[config.mk]
export PLATFORM = sky130hd
export DESIGN_NAME = pe_feeder_flat
export DESIGN_NICKNAME = d
export VERILOG_FILES = /design/src/rtl/pe_pkg.sv /design/src/rtl/pe_feeder_if.sv /design/src/rtl/pe_lane_collector.sv /design/src/rtl/pe_feeder.sv /design/src/flat_wrapper.sv
export SDC_FILE = /design/constraint.sdc
export NUM_CORES = 1
export LEC_CHECK = 0
export CORE_AREA = 2 2 125 127
export DETAILED_ROUTE_END_ITERATION = 10
export DIE_AREA = 0 0 127 129
export GPL_TIMING_DRIVEN = 0
export PLACE_DENSITY = 0.85
export SYNTH_ARGS = -nofsm -noshare
export SYNTH_HDL_FRONTEND = slang
export SYNTH_SLANG_ARGS = --single-unit
[constraint.sdc]
create_clock -name i_clk -period 1.9 [get_ports i_clk]
set_input_delay 0.57 -clock i_clk [delete_from_list [all_inputs] [get_ports i_clk]]
set_output_delay 0.57 -clock i_clk [all_outputs]
set_load 0.05 [all_outputs]
[src/rtl/pe_pkg.sv]
// pe_pkg: shared sizing, types and FSM encoding for the PE feeder slice.
//   LANES  : entries per group issued to the reducer
//   DIMS   : coordinate fields per address
//   ADDR_W : bits per coordinate field
//   DATA_W : weight / activation width
package pe_pkg;

    localparam int LANES  = 3;
    localparam int DIMS   = 3;
    localparam int ADDR_W = 7;
    localparam int DATA_W = 16;
    localparam int CNT_W  = (LANES > 1) ? $clog2(LANES) : 1;
    localparam int GCNT_W = 16;

    // Address is packed {d2,d1,d0}; element [0] is d0.
    typedef logic [DIMS-1:0][ADDR_W-1:0] pe_addr_t;
    typedef logic [DATA_W-1:0]           pe_data_t;
    typedef logic [CNT_W-1:0]            lane_idx_t;
    typedef logic [GCNT_W-1:0]           group_cnt_t;

    localparam lane_idx_t LAST_LANE = lane_idx_t'(LANES - 1);

    typedef enum logic [1:0] {
        ST_COLLECT = 2'd0,
        ST_ISSUE   = 2'd1,
        ST_WAIT    = 2'd2,
        ST_DONE    = 2'd3
    } feeder_state_e;

endpackage

[src/rtl/pe_feeder_if.sv]
// pe_feeder_if: bundles the upstream entry stream and the reducer-facing
// group bus of the PE feeder.
//   Upstream : i_valid/o_ready handshake carrying i_addr, i_w, i_ia, i_last
//   Reducer  : o_start pulse with o_addr/o_w/o_ia lanes, i_finish back
//   Status   : o_done pulse, o_group_cnt
// modport master : the feeder itself
// modport slave  : the environment (entry fetch logic plus reducer)
interface pe_feeder_if;
    import pe_pkg::*;

    logic                   i_valid;
    logic                   o_ready;
    pe_addr_t               i_addr;
    pe_data_t               i_w;
    pe_data_t               i_ia;
    logic                   i_last;
    logic                   o_start;
    pe_addr_t [LANES-1:0]   o_addr;
    pe_data_t [LANES-1:0]   o_w;
    pe_data_t [LANES-1:0]   o_ia;
    logic                   i_finish;
    logic                   o_done;
    group_cnt_t             o_group_cnt;

    modport master (
        input  i_valid, i_addr, i_w, i_ia, i_last, i_finish,
        output o_ready, o_start, o_addr, o_w, o_ia, o_done, o_group_cnt
    );

    modport slave (
        output i_valid, i_addr, i_w, i_ia, i_last, i_finish,
        input  o_ready, o_start, o_addr, o_w, o_ia, o_done, o_group_cnt
    );

endinterface

[src/rtl/pe_lane_collector.sv]
// pe_lane_collector: lane registers and write index for the PE feeder.
//   clk, rst   : clock, synchronous active-high reset
//   wr_en      : an entry is accepted this cycle
//   group_end  : the accepted entry closes the group (index returns to 0)
//   clear      : zero all lanes (group consumed by the reducer)
//   addr/w/ia  : entry fields written into the current lane
//   lane_*     : registered lane contents driven to the reducer
//   lane_cnt   : lane the next accepted entry goes to
// Lanes are zero between groups, so a group closed early by a last entry
// carries zero-padded tail lanes without any extra padding step.
module pe_lane_collector
    import pe_pkg::*;
(
    input  logic                 clk,
    input  logic                 rst,
    input  logic                 wr_en,
    input  logic                 group_end,
    input  logic                 clear,
    input  pe_addr_t             addr,
    input  pe_data_t             w,
    input  pe_data_t             ia,
    output pe_addr_t [LANES-1:0] lane_addr,
    output pe_data_t [LANES-1:0] lane_w,
    output pe_data_t [LANES-1:0] lane_ia,
    output lane_idx_t            lane_cnt
);

    pe_addr_t [LANES-1:0] lane_addr_r;
    pe_data_t [LANES-1:0] lane_w_r;
    pe_data_t [LANES-1:0] lane_ia_r;
    lane_idx_t            lane_cnt_r;

    // Lane storage and write index: write on accept, zero on clear or reset.
    always_ff @(posedge clk) begin
        if (rst) begin
            lane_addr_r <= '0;
            lane_w_r    <= '0;
            lane_ia_r   <= '0;
            lane_cnt_r  <= lane_idx_t'(0);
        end else if (clear) begin
            lane_addr_r <= '0;
            lane_w_r    <= '0;
            lane_ia_r   <= '0;
            lane_cnt_r  <= lane_idx_t'(0);
        end else if (wr_en) begin
            for (int i = 0; i < LANES; i++) begin
                if (lane_cnt_r == lane_idx_t'(i)) begin
                    lane_addr_r[i] <= addr;
                    lane_w_r[i]    <= w;
                    lane_ia_r[i]   <= ia;
                end else begin
                    lane_addr_r[i] <= lane_addr_r[i];
                    lane_w_r[i]    <= lane_w_r[i];
                    lane_ia_r[i]   <= lane_ia_r[i];
                end
            end
            lane_cnt_r <= group_end ? lane_idx_t'(0) : (lane_cnt_r + lane_idx_t'(1));
        end else begin
            lane_cnt_r <= lane_cnt_r;
        end
    end

    assign lane_addr = lane_addr_r;
    assign lane_w    = lane_w_r;
    assign lane_ia   = lane_ia_r;
    assign lane_cnt  = lane_cnt_r;

endmodule

[src/rtl/pe_feeder.sv]
// pe_feeder: packs a serial stream of sparse (coordinate, weight, activation)
// entries into LANES-wide groups and issues each group to the PE reducer.
//   i_clk, i_rst : clock, synchronous active-high reset
//   bus          : pe_feeder_if.master
//                  upstream  i_valid/o_ready, i_addr, i_w, i_ia, i_last
//                  reducer   o_start, o_addr, o_w, o_ia, i_finish
//                  status    o_done, o_group_cnt
// A group goes out when the last lane fills or a tile-final entry arrives;
// it is held on the lane outputs until the reducer reports finish. The
// group counter counts within a tile and is cleared after the done pulse.
module pe_feeder
    import pe_pkg::*;
(
    input  logic        i_clk,
    input  logic        i_rst,
    pe_feeder_if.master bus
);

    feeder_state_e        state_r;
    logic                 ready_r;
    logic                 start_r;
    logic                 done_r;
    logic                 last_flag_r;
    group_cnt_t           group_cnt_r;

    logic                 accept_s;
    logic                 group_end_s;
    logic                 clear_s;
    lane_idx_t            lane_cnt_s;
    pe_addr_t [LANES-1:0] lane_addr_s;
    pe_data_t [LANES-1:0] lane_w_s;
    pe_data_t [LANES-1:0] lane_ia_s;

    // ready_r is only ever high in COLLECT, so it alone qualifies an accept.
    assign accept_s    = bus.i_valid && ready_r;
    assign group_end_s = accept_s && ((lane_cnt_s == LAST_LANE) || bus.i_last);
    assign clear_s     = (state_r == ST_WAIT) && bus.i_finish;

    pe_lane_collector u_collector (
        .clk       (i_clk),
        .rst       (i_rst),
        .wr_en     (accept_s),
        .group_end (group_end_s),
        .clear     (clear_s),
        .addr      (bus.i_addr),
        .w         (bus.i_w),
        .ia        (bus.i_ia),
        .lane_addr (lane_addr_s),
        .lane_w    (lane_w_s),
        .lane_ia   (lane_ia_s),
        .lane_cnt  (lane_cnt_s)
    );

    // Feeder FSM with registered handshake, pulse and counter outputs.
    always_ff @(posedge i_clk) begin
        if (i_rst) begin
            state_r     <= ST_COLLECT;
            ready_r     <= 1'b1;
            start_r     <= 1'b0;
            done_r      <= 1'b0;
            last_flag_r <= 1'b0;
            group_cnt_r <= group_cnt_t'(0);
        end else begin
            start_r <= 1'b0;
            done_r  <= 1'b0;
            case (state_r)
                ST_COLLECT: begin
                    if (group_end_s) begin
                        // Count moves with the start pulse so the reducer
                        // sees the group number alongside its group.
                        state_r     <= ST_ISSUE;
                        ready_r     <= 1'b0;
                        start_r     <= 1'b1;
                        last_flag_r <= bus.i_last;
                        group_cnt_r <= group_cnt_r + group_cnt_t'(1);
                    end else begin
                        ready_r <= 1'b1;
                    end
                end
                ST_ISSUE: begin
                    // A finish here belongs to no group of ours; ignore it.
                    state_r <= ST_WAIT;
                    ready_r <= 1'b0;
                end
                ST_WAIT: begin
                    if (bus.i_finish) begin
                        if (last_flag_r) begin
                            state_r <= ST_DONE;
                            ready_r <= 1'b0;
                            done_r  <= 1'b1;
                        end else begin
                            state_r <= ST_COLLECT;
                            ready_r <= 1'b1;
                        end
                    end else begin
                        ready_r <= 1'b0;
                    end
                end
                ST_DONE: begin
                    state_r     <= ST_COLLECT;
                    ready_r     <= 1'b1;
                    last_flag_r <= 1'b0;
                    group_cnt_r <= group_cnt_t'(0);
                end
                default: begin
                    state_r     <= ST_COLLECT;
                    ready_r     <= 1'b1;
                    last_flag_r <= 1'b0;
                end
            endcase
        end
    end

    assign bus.o_ready     = ready_r;
    assign bus.o_start     = start_r;
    assign bus.o_done      = done_r;
    assign bus.o_group_cnt = group_cnt_r;
    assign bus.o_addr      = lane_addr_s;
    assign bus.o_w         = lane_w_s;
    assign bus.o_ia        = lane_ia_s;

endmodule

[src/flat_wrapper.sv]
// flat-port wrapper written by rule: the top's interface ports become plain ports
module pe_feeder_flat import pe_pkg::*;
  (i_clk, i_rst, bus_i_valid, bus_i_addr, bus_i_w, bus_i_ia, bus_i_last, bus_i_finish, bus_o_ready, bus_o_start, bus_o_addr, bus_o_w, bus_o_ia, bus_o_done, bus_o_group_cnt);
  pe_feeder_if bus_i ();
  input  logic i_clk;
  input  logic i_rst;
  input wire logic [$bits(bus_i.i_valid)-1:0] bus_i_valid;
  input wire logic [$bits(bus_i.i_addr)-1:0] bus_i_addr;
  input wire logic [$bits(bus_i.i_w)-1:0] bus_i_w;
  input wire logic [$bits(bus_i.i_ia)-1:0] bus_i_ia;
  input wire logic [$bits(bus_i.i_last)-1:0] bus_i_last;
  input wire logic [$bits(bus_i.i_finish)-1:0] bus_i_finish;
  output wire logic [$bits(bus_i.o_ready)-1:0] bus_o_ready;
  output wire logic [$bits(bus_i.o_start)-1:0] bus_o_start;
  output wire logic [$bits(bus_i.o_addr)-1:0] bus_o_addr;
  output wire logic [$bits(bus_i.o_w)-1:0] bus_o_w;
  output wire logic [$bits(bus_i.o_ia)-1:0] bus_o_ia;
  output wire logic [$bits(bus_i.o_done)-1:0] bus_o_done;
  output wire logic [$bits(bus_i.o_group_cnt)-1:0] bus_o_group_cnt;
  assign bus_i.i_valid = bus_i_valid;
  assign bus_i.i_addr = bus_i_addr;
  assign bus_i.i_w = bus_i_w;
  assign bus_i.i_ia = bus_i_ia;
  assign bus_i.i_last = bus_i_last;
  assign bus_i.i_finish = bus_i_finish;
  assign bus_o_ready = bus_i.o_ready;
  assign bus_o_start = bus_i.o_start;
  assign bus_o_addr = bus_i.o_addr;
  assign bus_o_w = bus_i.o_w;
  assign bus_o_ia = bus_i.o_ia;
  assign bus_o_done = bus_i.o_done;
  assign bus_o_group_cnt = bus_i.o_group_cnt;
  pe_feeder u_core (.i_clk(i_clk), .i_rst(i_rst), .bus(bus_i));
endmodule
# Word level (Yosys, flattened, before mapping)
# Index checks and enable logic that the tools add are counted.
[totals]
input_bits = 58
elab_cells = 64
reg_bits = 183
[classes]
addsub = 2
mux = 15
reduce_logical = 15
eq_ne = 7
bitwise_logic = 3
[ops]
columns = ["op", "n"]
rows = [
  ["$pmux W16 S2", 1],
  ["$add A16 B1 Y16 const B", 1],
  ["$mux W16", 1],
  ["$reduce_and A2 Y1", 5],
  ["$mux W2", 4],
  ["$pmux W2 S4", 1],
  ["$eq A2 B2 Y1 const B", 3],
  ["$mux W1", 6],
  ["$eq A2 B1 Y1 const B", 2],
  ["$logic_not A2 Y1", 2],
  ["$ne A2 B2 Y1 const B", 2],
  ["$pmux W1 S4", 1],
  ["$reduce_or A2 Y1", 2],
  ["$logic_and A1 B1 Y1", 3],
  ["$not A1 Y1", 3],
  ["$reduce_or A3 Y1", 1],
  ["$add A2 B1 Y2 const B", 1],
  ["$pmux W1 S2", 1],
  ["$reduce_bool A2 Y1", 1],
  ["$logic_or A1 B1 Y1", 1],
]

# Longest topological paths before layout
# Gate-level depths: netlist of run 1.
[depth]
ltp_word = 5
depth_mapped = 7

# By module
# A second synthesis of run 1 with hierarchy kept.
[hier_totals]
cells_unflattened = 869
area_unflattened_um2 = 8296.7
[modules_own_cells]
columns = ["mod", "area_per_inst_um2", "cells_per_inst", "instances"]
rows = [
  ["pe_lane_collector", 7179.4, 740, 1],
  ["pe_feeder", 1117.3, 129, 1],
]

# Worst setup path after synthesis of run 1
# No wires, ideal clock.
[synth_path]
kind = "register -> register"
from = "reg u_core.group_cnt_r[1] (netlist: u_core.bus.o_group_cnt[1])"
to = "reg u_core.group_cnt_r[8] (netlist: u_core.bus.o_group_cnt[8])"
path_stages_with_launch = 6
t_required_ps = 1826
t_arrival_ps = 1925
setup_slack_ps = -100
cell_sequence = "dfxtp_1 ha_1 nand3_1 nor2_1 or4b_1 a31oi_1"
[synth_between]
elab_chain_len = 3
[synth_lines]
columns = ["element", "line_no", "rtl"]
rows = [
  ["start, declared", "pe_feeder.sv:24", "group_cnt_t group_cnt_r;"],
  ["start signal, assigned", "pe_feeder.sv:62", "group_cnt_r <= group_cnt_t'(0);"],
  ["start signal, assigned", "pe_feeder.sv:75", "group_cnt_r <= group_cnt_r + group_cnt_t'(1);"],
  ["start signal, assigned", "pe_feeder.sv:103", "group_cnt_r <= group_cnt_t'(0);"],
  ["$add A16 B1 Y16", "pe_feeder.sv:75", ""],
  ["$mux W16", "pe_feeder.sv:68", "if (group_end_s) begin"],
  ["$pmux W16 S2", "pe_feeder.sv:66", "case (state_r)"],
]
# No other way between the ends. The select of a mux whose other input is x is not followed.
# A chain may end at the register's enable or synchronous reset.

# Worst setup path after layout of run 1
[layout_path]
from = "reg u_core.u_collector.lane_ia_r (netlist bit u_core.u_collector.lane_ia[47])"
to = "out bus_o_ia[47]"
[layout_lines]
columns = ["element", "line_no", "rtl"]
rows = [
  ["start, declared", "pe_lane_collector.sv:30", "pe_data_t [LANES-1:0] lane_ia_r;"],
  ["start signal, assigned by index", "pe_lane_collector.sv:50", "lane_ia_r[i] <= ia;"],
  ["start signal, assigned by index", "pe_lane_collector.sv:54", "lane_ia_r[i] <= lane_ia_r[i];"],
  ["end, declared", "flat_wrapper.sv:17", "output wire logic [$bits(bus_i.o_ia)-1:0] bus_o_ia;"],
]
# No word-level cell between the ends.

==> out/summary.log, run 1 <==
INFO  worst_hold_path worstHoldPathType=register to register
INFO  floorplan      die_width=127um
INFO  layout         num_antenna_cells=0
INFO  power_and_ir_drop worst_ir_drop_vdd=0.571mV
INFO  placement      dp_wirelength=14900um
INFO  synthesis      post_synth_num_cell_types=40
INFO  synthesis      edff_count_synth=0
INFO  clocking       cts_tree=built
INFO  timing         finalSetupViolCount=0
INFO  global_route   grt_max_degree=17
INFO  setup_path     timing.critical_path.to_type=output port
INFO  timing         hold-worst-slack=451ps
INFO  synthesis      yosys.area.top_type_share=54.9%
INFO  clocking       cts_root_buffer=sky130_fd_sc_hd__clkbuf_16
INFO  global_route   grt_pass1_vias=6188
INFO  run_status     outcome=completed
INFO  layout         drive_above_1_share=12.4%
INFO  setup_path     crit_slowest_cell=sky130_fd_sc_hd__dlygate4sd2_1
INFO  setup_path     setup.worst_path.start_class=register
INFO  synthesis      syn-num-nets=904
INFO  power_and_ir_drop p_switching=0.00265W
INFO  detailed_routing final_routed_wirelength=20600um
INFO  power_and_ir_drop sw_frac_of_total=29.2%
INFO  global_route   groute.usage.overall=24.7%
INFO  floorplan      initial_utilization=44.6%
INFO  detailed_routing drt_first_iter_violations=368
INFO  floorplan      floorplan.die.height=129um
INFO  run            drv.max_cap_violation_count=0
INFO  clocking       hold_buffers=0
INFO  power_and_ir_drop power.share.clock=38.5%
INFO  synthesis      yosys_register_bits=183
INFO  setup_path     critPathRequiredTime=1330ps
INFO  synthesis      synth.top_cells.by_area=sky130_fd_sc_hd__dfxtp_1 (55%), sky130_fd_sc_hd__nand2_1 (19%), sky130_fd_sc_hd__a21oi_1 (13%), sky130_fd_sc_hd__buf_2 (1.9%), sky130_fd_sc_hd__clkbuf_1 (1.7%)
INFO  power_and_ir_drop sequential_share_of_power=44.9%
INFO  setup_path     crit_chain=dlygate4sd2_1
INFO  power_and_ir_drop power.share.combinational=16.6%
INFO  synthesis      yosys_most_used_dff=sky130_fd_sc_hd__dfxtp_1
INFO  floorplan      core_area=0.0150sqmm
INFO  detailed_routing vias_per_cell=5.16
INFO  timing         setup_tns=0ps
INFO  timing         worst_slack=14.7ps
INFO  global_route   grt_first_pass_wirelength=31800um
INFO  setup_path     timing_worst_setup_path_type=register to output port
INFO  detailed_routing via_count=6705
INFO  timing         slew_viol_final=0
INFO  synthesis      syn_area_per_cell=7.93squm
INFO  timing         worst_clock_skew=5.78ps
INFO  timing         hold_viol_final=0
INFO  floorplan      io_pins=236
INFO  synthesis      synthCells=842
INFO  synthesis      synth_warnings=0
INFO  layout         flow.area_growth_from_synthesis=46.0%
INFO  power_and_ir_drop p_per_area=933mW/mm^2
INFO  detailed_routing drt_first_pass_iters=4
INFO  power_and_ir_drop leakagePower=3.91nW
INFO  floorplan      die_area=0.0164sqmm
INFO  placement      place_congestion=0.820
INFO  clocking       clkLatencyLatePin=430ps
INFO  layout         finalNonFillerCells=1299
INFO  synthesis      synthArstFlopShare=0%
INFO  synthesis      post_synth_most_frequent_cells=sky130_fd_sc_hd__nand2_1 (335), sky130_fd_sc_hd__dfxtp_1 (183), sky130_fd_sc_hd__a21oi_1 (169)
INFO  setup_path     path_delay_family=buffers and inverters
INFO  timing         timing.fmax=530MHz
INFO  placement      port_buffers=235
INFO  global_route   antenna_violations_before_repair=0
INFO  timing         max_slew_margin=63.5%
INFO  synthesis      synth.cell_area=0.00668sqmm
INFO  floorplan      fp-row-count=45
INFO  setup_path     worstPathMaxFanout=2
INFO  synthesis      synth.most_common_cell=sky130_fd_sc_hd__nand2_1
INFO  clocking       cts_max_path_buffers=2
INFO  layout         finalNetCount=1161
INFO  clocking       cts.reportedPaths.clkPinSlew=70ps
INFO  detailed_routing ant_nets=0
INFO  power_and_ir_drop cell_internal_pwr=0.00644W
INFO  timing         setup_repair_after_global_routing_missed_its_margin=true
INFO  global_route   grt_overflow_total=0
INFO  placement      pre_cts_slack=-585ps
INFO  layout         finish.utilization=65.1%
INFO  timing         finalCritPeriodShare=99.2%
INFO  setup_path     cp.buffers_inverters=1
INFO  timing         period_needed=1890ps
INFO  setup_path     cp.arrival=1320ps
INFO  detailed_routing routed_length_per_instance=15.9um
INFO  synthesis      synth_sequential_area_ratio=54.9%
INFO  placement      placedCellCount=1265
INFO  clocking       ctsHtreeMaxLevel=4
INFO  clocking       clkSinkCount=183
INFO  synthesis      yosysTopAreaCell=sky130_fd_sc_hd__dfxtp_1
INFO  setup_path     cpPeakStageDelay=540ps
INFO  timing         worst_slew_pin_slew=548ps
INFO  clocking       cts_inserted_buffers=17
INFO  detailed_routing route.detailed.drc=0
## cell families (layout without fill, tap and decap cells)
family                     count (synthesis)  in the layout  synth area share (%)
adders and majority gates                  4              4                 0.750
and+or+nand+nor                          393            393                  24.1
buffers and inverters                     64            333                  4.14
DFF                                      183            183                  54.9
muxes                                      5              5                 0.750
AOI/OAI and AO/OA                        193            193                  15.4
## worst min-delay path: cells and delay by family, from the launching register on
family          cells  cell delay (ps)
flops               1              310
simple gates        1               50
compound gates      1               50
## power by group through the flow
stage          clock network [W]  registers (W)  logic (W)
2_1_floorplan                  0        0.00468   0.000432
3_3_place_gp                   0        0.00416    0.00156
3_5_place_dp                   0        0.00417    0.00158
4_1_cts                  0.00354        0.00408    0.00150
5_1_grt                  0.00368        0.00409    0.00161
6_report                 0.00350        0.00408    0.00151
## stage by stage
stage	total power, W	area, sq um
finish	0.00909	9740
floorplan	0.00511	6680
global route	0.00939	9740
CTS	0.00911	9720
detailed placement	0.00574	9270
global placement	0.00572	9270
## registers in the layout (all words and copies together) (netlist names)
register                      cells
u_core.u_collector.lane_addr     63
u_core.state_r                    2
u_core.bus.o_done                 1
u_core.u_collector.lane_cnt       2
u_core.last_flag_r                1
u_core.u_collector.lane_w        48
u_core.u_collector.lane_ia       48
u_core.bus.o_ready                1
u_core.bus.o_start                1
u_core.bus.o_group_cnt           16
## routing by layer
metal	vias up	global-route usage [%]	wire length, um
met1	3130	29.9	8640
met2	259	42.2	10000
li1	3276	-	-
met4	0	9.44	445
met5	-	0	0
met3	40	6.65	1540
## cells in the final DEF (no fill, tap or decap), types with 3 or more instances in the layout
cell type and instances:
sky130_fd_sc_hd__nand3_1 6, sky130_fd_sc_hd__or2_2 5, sky130_fd_sc_hd__and3_1 3, sky130_fd_sc_hd__mux2i_1 5
sky130_fd_sc_hd__clkdlybuf4s15_2 16, sky130_fd_sc_hd__buf_2 25, sky130_fd_sc_hd__nand3_2 3, sky130_fd_sc_hd__clkinv_4 3
sky130_fd_sc_hd__ha_1 3, sky130_fd_sc_hd__dlygate4sd2_1 68, sky130_fd_sc_hd__nand4_1 4, sky130_fd_sc_hd__nor2_1 11
sky130_fd_sc_hd__nor3_1 6, sky130_fd_sc_hd__a21oi_1 169, sky130_fd_sc_hd__clkdlybuf4s15_1 70, sky130_fd_sc_hd__clkinvlp_4 4
sky130_fd_sc_hd__clkbuf_1 14, sky130_fd_sc_hd__nand2_1 334, sky130_fd_sc_hd__inv_1 6, sky130_fd_sc_hd__clkbuf_2 40
sky130_fd_sc_hd__a31oi_1 4, sky130_fd_sc_hd__clkbuf_16 17, sky130_fd_sc_hd__buf_4 7, sky130_fd_sc_hd__o21ai_0 5
sky130_fd_sc_hd__clkdlybuf4s50_1 57, sky130_fd_sc_hd__or3_1 5, sky130_fd_sc_hd__dfxtp_1 181
## path summary, 6_finish.rpt
kind | start | end | slack (ps) | depth (start not counted)
setup / recovery | u_core.u_collector.lane_ia[47] | bus_o_ia[47] | 10 | 1
hold / removal | u_core.u_collector.lane_ia[22] | u_core.u_collector.lane_ia[22] | 450 | 2
setup reg to reg | u_core.u_collector.lane_cnt[0] | u_core.bus.o_group_cnt[6] | 140 | 7
hold reg to reg | u_core.u_collector.lane_ia[22] | u_core.u_collector.lane_ia[22] | 450 | 2
## layout make-up
cell class                      count  area (sq um)
Fill cell                        1335          5230
Inverter                            6          22.5
Sequential cell                   183          3670
Clock buffer                       20           457
Buffer                             57           277
Multi-Input combinational cell    595          2760
Tap cell                          188           235
Timing Repair Buffer              239          2200
Clock inverter                     11           126
## repair_timing
item | in CTS | in global routing
buffers inserted | 0 | 4
gates resized for setup | 249 | 111
endpoints found under the setup margin | 326 | 215
pin swaps | 0 | 2
Note: power is estimated with default switching activity, not from simulation.
==> inputs of run 2 (changes only) <==
--- a/config.mk
+++ b/config.mk
@@ -5,9 +5,11 @@
 export SDC_FILE = /design/constraint.sdc
 export NUM_CORES = 1
 export LEC_CHECK = 0
-export CORE_AREA = 2 2 125 127
+export CELL_PAD_IN_SITES_DETAIL_PLACEMENT = 0
+export CELL_PAD_IN_SITES_GLOBAL_PLACEMENT = 1
+export CORE_AREA = 2 2 148 150
 export DETAILED_ROUTE_END_ITERATION = 10
-export DIE_AREA = 0 0 127 129
+export DIE_AREA = 0 0 150 152
 export GPL_TIMING_DRIVEN = 0
 export PLACE_DENSITY = 0.85
 export SYNTH_ARGS = -nofsm -noshare
==> out/summary.log, run 2 (synthesized netlist as in run 1, its figures left out) <==
INFO  run_status     outcome=completed [unchanged]
INFO  global_route   groute.usage.overall=18.9% [was 24.7%]
INFO  setup_path     timing_worst_setup_path_type=register to output port [unchanged]
INFO  detailed_routing via_count=6595 [was 6705]
INFO  floorplan      fp-row-count=54 [was 45]
INFO  setup_path     crit_slowest_cell=sky130_fd_sc_hd__dlygate4sd2_1 [unchanged]
INFO  detailed_routing drt_first_iter_violations=220 [was 368]
INFO  timing         hold-worst-slack=450ps [was 451 ps]
INFO  placement      dp_wirelength=15600um [was 14900 um]
INFO  timing         hold_viol_final=0 [unchanged]
INFO  setup_path     critPathRequiredTime=1330ps [about the same]
INFO  global_route   busiest_layer=met2 [unchanged]
INFO  clocking       hold_buffers=0 [unchanged]
INFO  detailed_routing route.detailed.drc=0 [unchanged]
INFO  clocking       clkLatencyLatePin=430ps [about the same]
INFO  setup_path     cpPeakStageDelay=540ps [about the same]
INFO  setup_path     cp.arrival=1300ps [was 1320 ps]
INFO  layout         flow.area_growth_from_synthesis=48.7% [was 46.0%]
INFO  power_and_ir_drop leakagePower=3.84nW [was 3.91 nW]
INFO  placement      pre_cts_slack=-633ps [was -585 ps]
INFO  floorplan      die_width=150um [was 127 um]
INFO  global_route   grt_max_degree=18 [was 17]
INFO  setup_path     worstReg2RegEnd=u_core.bus.o_group_cnt[15] [was u_core.bus.o_group_cnt[6]]
INFO  setup_path     critical_path.startpoint=u_core.u_collector.lane_w[5] [was u_core.u_collector.lane_ia[47]]
INFO  power_and_ir_drop power.share.combinational=16.4% [was 16.6%]
INFO  floorplan      initial_utilization=31.3% [was 44.6%]
INFO  setup_path     crit_chain=dlygate4sd2_1 [unchanged]
INFO  floorplan      core_area=0.0214sqmm [was 0.0150 sq mm]
INFO  timing         slew_viol_final=0 [unchanged]
INFO  setup_path     reg2reg_depth=6 [was 7]
INFO  power_and_ir_drop sw_frac_of_total=30.0% [was 29.2%]
INFO  power_and_ir_drop p_switching=0.00281W [was 0.00265 W]
INFO  global_route   grt.met3_usage=5.32% [was 6.65%]
INFO  setup_path     setup.worst_path.start_class=register [unchanged]
INFO  setup_path     worst-path-stages=1 [unchanged]
INFO  timing         period_needed=1870ps [was 1890 ps]
INFO  layout         multi_input_comb_area=0.00279sqmm [was 0.00276 sq mm]
INFO  clocking       cts_root_buffer=sky130_fd_sc_hd__clkbuf_16 [unchanged]
INFO  layout         finalNetCount=1160 [was 1161]
INFO  setup_path     cp.buffers_inverters=1 [unchanged]
INFO  detailed_routing routed_length_per_instance=15.6um [was 15.9 um]
INFO  layout         mostFrequentLayoutCell=sky130_fd_sc_hd__nand2_1 [unchanged]
INFO  run            drv.max_cap_violation_count=0 [unchanged]
INFO  detailed_routing ant_nets=0 [unchanged]
INFO  setup_path     critical_path.endpoint=bus_o_w[5] [was bus_o_ia[47]]
INFO  power_and_ir_drop sequential_share_of_power=43.5% [was 44.9%]
INFO  global_route   grt_first_pass_wirelength=34100um [was 31800 um]
INFO  timing         worst_slew_pin_slew=583ps [was 548 ps]
INFO  setup_path     reg2reg_slack=170ps [was 140 ps]
INFO  clocking       clkSinkCount=183 [unchanged]
INFO  timing         worst_slack=34.1ps [was 14.7 ps]
INFO  timing         max_slew_margin=61.2% [was 63.5%]
INFO  floorplan      floorplan.die.height=152um [was 129 um]
INFO  layout         seqCellArea=0.00367sqmm [unchanged]
INFO  setup_path     critical_path.reg2reg.startpoint=u_core.u_collector.lane_cnt[0] [unchanged]
INFO  global_route   grt_overflow_total=0 [unchanged]
INFO  worst_hold_path worstHoldPathType=register to register [unchanged]
INFO  detailed_routing drt_first_pass_iters=5 [was 4]
INFO  floorplan      die_area=0.0228sqmm [was 0.0164 sq mm]
INFO  clocking       cts.reportedPaths.clkPinSlew=70ps [about the same]
INFO  timing         worst_clock_skew=15.3ps [was 5.78 ps]
INFO  placement      place_congestion=0.755 [was 0.820]
INFO  clocking       cts_tree=built [unchanged]
INFO  power_and_ir_drop p_per_area=944mW/mm^2 [was 933 mW/mm^2]
INFO  global_route   antenna_violations_before_repair=0 [unchanged]
INFO  power_and_ir_drop cell_internal_pwr=0.00656W [was 0.00644 W]
INFO  timing         finalCritPeriodShare=98.2% [was 99.2%]
INFO  setup_path     timing.critical_path.to_type=output port [unchanged]
INFO  clocking       ctsHtreeMaxLevel=4 [unchanged]
INFO  clocking       cts_inserted_buffers=17 [unchanged]
INFO  layout         num_antenna_cells=0 [unchanged]
INFO  power_and_ir_drop worst_ir_drop_vdd=0.556mV [was 0.571 mV]
INFO  clocking       cts_max_path_buffers=2 [unchanged]
INFO  global_route   grt.met2_usage=31.7% [was 42.2%]
INFO  floorplan      io_pins=236 [unchanged]
INFO  layout         drive_above_1_share=13.3% [was 12.4%]
INFO  layout         layout.filler_cells=2165 [was 1335]
INFO  power_and_ir_drop power.share.clock=40.1% [was 38.5%]
INFO  global_route   grt_pass1_vias=6287 [was 6188]
INFO  layout         finish.utilization=46.5% [was 65.1%]
INFO  layout         largest_reg_flops=63 [unchanged]
INFO  timing         finalSetupViolCount=0 [unchanged]
INFO  timing         timing.fmax=536MHz [was 530 MHz]
INFO  setup_path     worstPathMaxFanout=2 [unchanged]
INFO  setup_path     path_delay_family=buffers and inverters [unchanged]
INFO  detailed_routing vias_per_cell=4.74 [was 5.16]
INFO  layout         mostFrequentLayoutCells=sky130_fd_sc_hd__nand2_1 (334), sky130_fd_sc_hd__dfxtp_1 (181), sky130_fd_sc_hd__a21oi_1 (169) [unchanged]
INFO  detailed_routing final_routed_wirelength=21800um [was 20600 um]
INFO  placement      port_buffers=235 [unchanged]
INFO  global_route   grt.met1_usage=23.8% [was 29.9%]
run 2: metal layers:
metal	up-vias	wire length (um)
li1	3280	-
met1	3097	9640
met2	198	10200
met3	20	1620
met4	0	299
met5	-	0
run 2: stage by stage:
stage                     cell area (sq um)  TNS [ps]  std cells  total power [W]
after CTS                              9880         0       1388          0.00943
after detailed placement               9380    -94910       1357          0.00576
after global placement                 9380    -90970       1357          0.00575
final                                  9930         0       1391          0.00937
after floorplan                        6680         0        842          0.00511
after global routing                   9930     -51.0       1391          0.00973
run 2: layout make-up:
| cell class | instances | share of cell area [%] |
|---|---|---|
| Buffer | 57 | 3.04 |
| Clock buffer | 18 | 4.32 |
| Clock inverter | 14 | 1.89 |
| Inverter | 6 | 0.227 |
| Multi-Input combinational cell | 595 | 28.1 |
| Sequential cell | 183 | 36.9 |
| Tap cell | 280 | 3.53 |
| Timing Repair Buffer | 238 | 22.0 |
run 2: how the worst min path moves through the flow:
stage	from	to	slack, ps	cells past startpoint
final	u_core.u_collector.lane_w[18]	u_core.u_collector.lane_w[18]	450	2
after global routing	u_core.u_collector.lane_addr[46]	u_core.u_collector.lane_addr[46]	470	2
after CTS	u_core.u_collector.lane_w[43]	u_core.u_collector.lane_w[43]	450	2
after detailed placement	u_core.u_collector.lane_w[43]	u_core.u_collector.lane_w[43]	450	2
after global placement	u_core.u_collector.lane_w[13]	u_core.u_collector.lane_w[13]	440	2
after floorplan	u_core.last_flag_r	u_core.bus.o_done	440	2
run 2: power by group through the flow:
| stage | clock network, W | logic, W | registers, W |
|---|---|---|---|
| 2_1_floorplan | 0 | 0.000432 | 0.00468 |
| 3_3_place_gp | 0 | 0.00159 | 0.00416 |
| 5_1_grt | 0.00399 | 0.00164 | 0.00410 |
| 6_report | 0.00376 | 0.00153 | 0.00408 |
| 4_1_cts | 0.00383 | 0.00152 | 0.00407 |
| 3_5_place_dp | 0 | 0.00160 | 0.00417 |
run 2: what timing repair did:
item	in CTS	in global routing
endpoints found under the setup margin	336	268
pin swaps	0	2
gates resized for setup	253	163
buffers inserted	0	3
